<file path="config.mk">
export PLATFORM = sky130hd
export DESIGN_NAME = fifo_drain_arb
export DESIGN_NICKNAME = d
export VERILOG_FILES = /design/src/rtl/fifo_drain_arb.sv
export SDC_FILE = /design/constraint.sdc
export NUM_CORES = 1
export LEC_CHECK = 0
export BUFFER_PORTS_ARGS = -buffer_cell sky130_fd_sc_hd__buf_2
export CAP_MARGIN = 5
export CORE_ASPECT_RATIO = 1.5
export CORE_MARGIN = 10
export CORE_UTILIZATION = 47
export DETAILED_ROUTE_END_ITERATION = 10
export HOLD_SLACK_MARGIN = 0.05
export PLACE_DENSITY = 0.86
export REMOVE_ABC_BUFFERS = 1
export SETUP_SLACK_MARGIN = 0.4
export SYNTH_ARGS = -nofsm -noshare
export SYNTH_HDL_FRONTEND = slang
export SYNTH_SLANG_ARGS = --single-unit
</file>
<file path="constraint.sdc">
create_clock -name clk_i -period 3.5 [get_ports clk_i]
set_input_delay 0 -clock clk_i [delete_from_list [all_inputs] [get_ports clk_i]]
set_output_delay 0 -clock clk_i [all_outputs]
set_load 0.005 [all_outputs]
</file>
<file path="src/rtl/fifo_drain_arb.sv">
// Round-robin drain of several valid-yumi FIFO heads into a 2-entry skid buffer.
// The buffer is presented downstream as valid-ready, tagged with the source index.
module fifo_drain_arb #(
  parameter type         DTYPE           = logic [7:0],
  parameter int unsigned num_src_p       = 2,
  parameter int unsigned src_idx_width_p = $clog2(num_src_p)
) (
  input  logic                       clk_i,
  input  logic                       reset_n_i,
  input  logic                       flush_i,
  input  logic [num_src_p-1:0]       src_valid_i,
  input  DTYPE                       src_data_i [num_src_p],
  output logic [num_src_p-1:0]       src_yumi_o,
  output logic                       valid_o,
  output DTYPE                       data_o,
  output logic [src_idx_width_p-1:0] src_o,
  input  logic                       ready_i
);

  typedef logic [src_idx_width_p-1:0] idx_t;
  typedef logic [src_idx_width_p:0]   idx_ext_t;

  localparam idx_ext_t NUM  = idx_ext_t'(num_src_p);
  localparam idx_t     LAST = idx_t'(num_src_p - 1);

  DTYPE       buf_data [2];
  idx_t       buf_src  [2];
  logic       head;
  logic [1:0] count;
  idx_t       rr;

  logic       grant;
  idx_t       grant_idx;
  idx_ext_t   scan_sum;
  idx_t       scan_idx;
  logic       deq;
  logic       tail;

  // Full buffer never grants, so yumi never depends on ready_i.
  always_comb begin
    grant      = 1'b0;
    grant_idx  = '0;
    scan_sum   = '0;
    scan_idx   = '0;
    src_yumi_o = '0;
    if (reset_n_i && !flush_i && count != 2'd2) begin
      for (int unsigned k = 0; k < num_src_p; k++) begin
        scan_sum = {1'b0, rr} + idx_ext_t'(k);
        if (scan_sum >= NUM) scan_sum = scan_sum - NUM;
        scan_idx = scan_sum[src_idx_width_p-1:0];
        if (!grant && src_valid_i[scan_idx]) begin
          grant     = 1'b1;
          grant_idx = scan_idx;
        end
      end
      if (grant) src_yumi_o[grant_idx] = 1'b1;
    end
  end

  assign valid_o = (count != 2'd0);
  assign data_o  = buf_data[head];
  assign src_o   = buf_src[head];
  assign deq     = valid_o & ready_i;
  assign tail    = head ^ count[0];

  always_ff @(posedge clk_i or negedge reset_n_i) begin
    if (!reset_n_i) begin
      count <= '0;
      head  <= 1'b0;
      rr    <= '0;
    end else if (flush_i) begin
      count <= '0;
    end else begin
      if (grant) rr <= (grant_idx == LAST) ? '0 : grant_idx + idx_t'(1);
      if (deq) head <= ~head;
      count <= count + {1'b0, grant} - {1'b0, deq};
    end
  end

  // Payload storage needs no reset: it is only observed while count != 0.
  always_ff @(posedge clk_i) begin
    if (grant) begin
      buf_data[tail] <= src_data_i[grant_idx];
      buf_src[tail]  <= grant_idx;
    end
  end

endmodule

</file>
==> flow_metrics.env <==
export IMPL_outcome="complete, no violations"
export IMPL_syn_mean_instance_area_um2=16.2
export IMPL_p_leak_uw=0.000637
export IMPL_final_setup_tns_ns=0
export IMPL_synthDistinctLibCells=22
export IMPL_drive_gt1_share_pct=46.7
export IMPL_firstDrtPassIters=3
export IMPL_clk_latency_ns=0.31
export IMPL_setup_viol=0
export IMPL_grt_max_degree=13
export IMPL_p_comb_share_pct=35.3
export IMPL_die_h_um=77.9
export IMPL_placementRows=20
export IMPL_hold_path_class="in -> reg"
export IMPL_power_density_nw_per_um2=531
export IMPL_root_buffer="clkbuf_4"
export IMPL_seq_area_frac_synth_pct=61.0
export IMPL_htreeDepth=1
export IMPL_critPathArrivalTime_ns=2.20
export IMPL_fin_worst_skew_ns=0.0103
export IMPL_drt_wl_total_mm=2.35
export IMPL_worstSetupStartpointType="register"
export IMPL_nNetsFinal=147
export IMPL_rsz0062_at_grt="no"
export IMPL_swShare_pct=29.7
export IMPL_num_vias=736
export IMPL_irDropWorstVdd_mv=0.340
export IMPL_ys_ff_latch=22
export IMPL_antenna_found_initial=0
export IMPL_initial_core_util_pct=50.5
export IMPL_gp_congestion=0.647
export IMPL_synth_cells=65
export IMPL_grt_pass1_wl_mm=3.80
export IMPL_die_area_um2=4560
export IMPL_io_pins=34
export IMPL_gr_total_overflow=0
export IMPL_final_cell_mix="buf_2, dlygate4sd3_1, edfxtp_1, mux2_2"
export IMPL_yosys_warnings=0
export IMPL_clkTransAtPathRegs_ns=0.12
export IMPL_fin_util_pct=71.0
export IMPL_final_max_slew_violation_count=0
export IMPL_drc=0
export IMPL_numPortBuffers=33
export IMPL_numCtsBuffers=3
export IMPL_grt_pass1_vias=805
export IMPL_post_cts_resized=0
export IMPL_dpl_hpwl_mm=1.66
export IMPL_syn_to_final_growth_pct=40.4
export IMPL_hold_viol=0
export IMPL_core_um2=2080
export IMPL_die_w_um=58.6
export IMPL_finalCritPeriodShare_pct=60.9
export IMPL_clockBufferDepth=2
export IMPL_antennaDiodeCount=0
export IMPL_cts_tree="yes"
export IMPL_wl_per_cell_um=16.3
export IMPL_clkPwrFrac_pct=15.0
export IMPL_final_common_cell="buf_2"
export IMPL_netlist_area_um2=1050
export IMPL_p_seq_share_pct=49.7
export IMPL_fill_cells=152
export IMPL_ant_nets=0
export IMPL_layout_min_cycle_time_ns=2.13
export IMPL_critPathCaptureType="register"
export IMPL_worstMarginPinSlew_ns=0.808
export IMPL_drt_vias_per_instance=5.11
export IMPL_maxCapViolCount=0
export IMPL_relSlewSlack_pct=46.0
export IMPL_drt_iter0_markers=8
export IMPL_cp_required_ns=3.57
export IMPL_path_max_fanout=10
export IMPL_switchingPower_uw=232
export IMPL_p_int_uw=550
export IMPL_cts_sinks=22
export IMPL_max_freq_mhz=469
export IMPL_grt_total_usage_pct=10.6
export IMPL_criticalPathCategory="reg -> reg"
-- kinds of logic (layout without fill, tap and decap cells) --
group	after synthesis	count (layout)	synth area share (%)
fa+ha+maj	2	2	2.38
compound gates	6	6	5.84
mux	17	17	19.3
simple gates	9	9	6.20
xor+xnor	4	4	3.34
flops	22	22	61.0
buf+inv	5	62	1.91
-- final timing paths --
kind | start | end | slack, ns | depth (start not counted)
min in group asynchronous | reset_n_i | rr$_DFFE_PN0P_ | 0.59 | 3
worst max-delay path | rr$_DFFE_PN0P_ | buf_data[0][7]$_DFFE_PP_ | 1.37 | 3
worst min-delay path | ready_i | head$_DFFE_PN0P_ | 0.08 | 4
worst min register to register | count[0]$_DFF_PN0_ | count[0]$_DFF_PN0_ | 0.73 | 2
max in group asynchronous | reset_n_i | head$_DFFE_PN0P_ | 2.72 | 3
worst max register to register | rr$_DFFE_PN0P_ | buf_data[0][7]$_DFFE_PP_ | 1.37 | 3
-- per-stage QoR --
stage / setup WS, ns / cell area (µm²) / power (µW) / std cells / hold WS, ns
after floorplan: 1.91 / 1040 / 547 / 64 / -0.296
after global placement: 1.69 / 1240 / 631 / 119 / -0.183
after detailed placement: 1.64 / 1240 / 643 / 119 / -0.179
after CTS: 1.39 / 1470 / 788 / 144 / 0.0773
after global routing: 1.31 / 1470 / 832 / 144 / 0.0970
final: 1.37 / 1470 / 782 / 144 / 0.0798
-- power groups by stage --
stage | clock [µW] | combinational (µW) | sequential, µW
6_report | 118 | 276 | 389
5_1_grt | 130 | 307 | 396
4_1_cts | 119 | 280 | 389
3_5_place_dp | 0 | 248 | 395
3_3_place_gp | 0 | 241 | 391
2_1_floorplan | 0 | 166 | 381
-- per-layer routing --
metal  vias up  global-route usage [%]  wire length, µm
li1        354                       -                -
met4         0                    4.84               44
met3         5                    2.77              110
met2        20                    20.0             1340
met5         -                       0                0
met1       357                    10.1              856
-- registers in the layout, indices dropped and copies added, names as in the netlist --
signal,count
buf_data,16
buf_src,2
count,2
head,1
rr,1
-- Yosys cell counts, drive strengths merged --
cell type | n | area, µm²
a31oi | 1 | 6.26
edfxtp | 18 | 541
o2111ai | 1 | 26.3
nand2b | 2 | 20.0
mux2 | 17 | 203
nor2 | 2 | 7.51
a41oi | 1 | 8.76
a21oi | 1 | 5.00
inv | 4 | 15.0
xor2 | 2 | 17.5
nand3 | 1 | 5.00
nor2b | 3 | 26.3
ha | 2 | 25.0
dfrtp | 4 | 100
o21a | 1 | 7.51
o211ai | 1 | 7.51
buf | 1 | 5.00
or2 | 1 | 6.26
xnor2 | 2 | 17.5
-- layout make-up --
type	instances	area (µm²)	area share, %
clock buffers	4	26.3	1.78
flip-flops and latches	22	641	43.5
well taps	22	27.5	1.87
repair buffers	54	375	25.5
multi-input cells	38	389	26.4
inverters	4	15.0	1.02
-- critical path: stages, from the launching register on --
cell	delay [ns]
dfrtp_1	0.46
o2111ai_4	0.46
mux2_2	0.39
dlygate4sd3_1	0.58
-- timing repair --
item | CTS | global route
hold endpoints to repair | 24 | 0
buffers inserted | 0 | 0
hold buffers | 21 | 0
No activity file was read; power rests on OpenSTA's default activity.
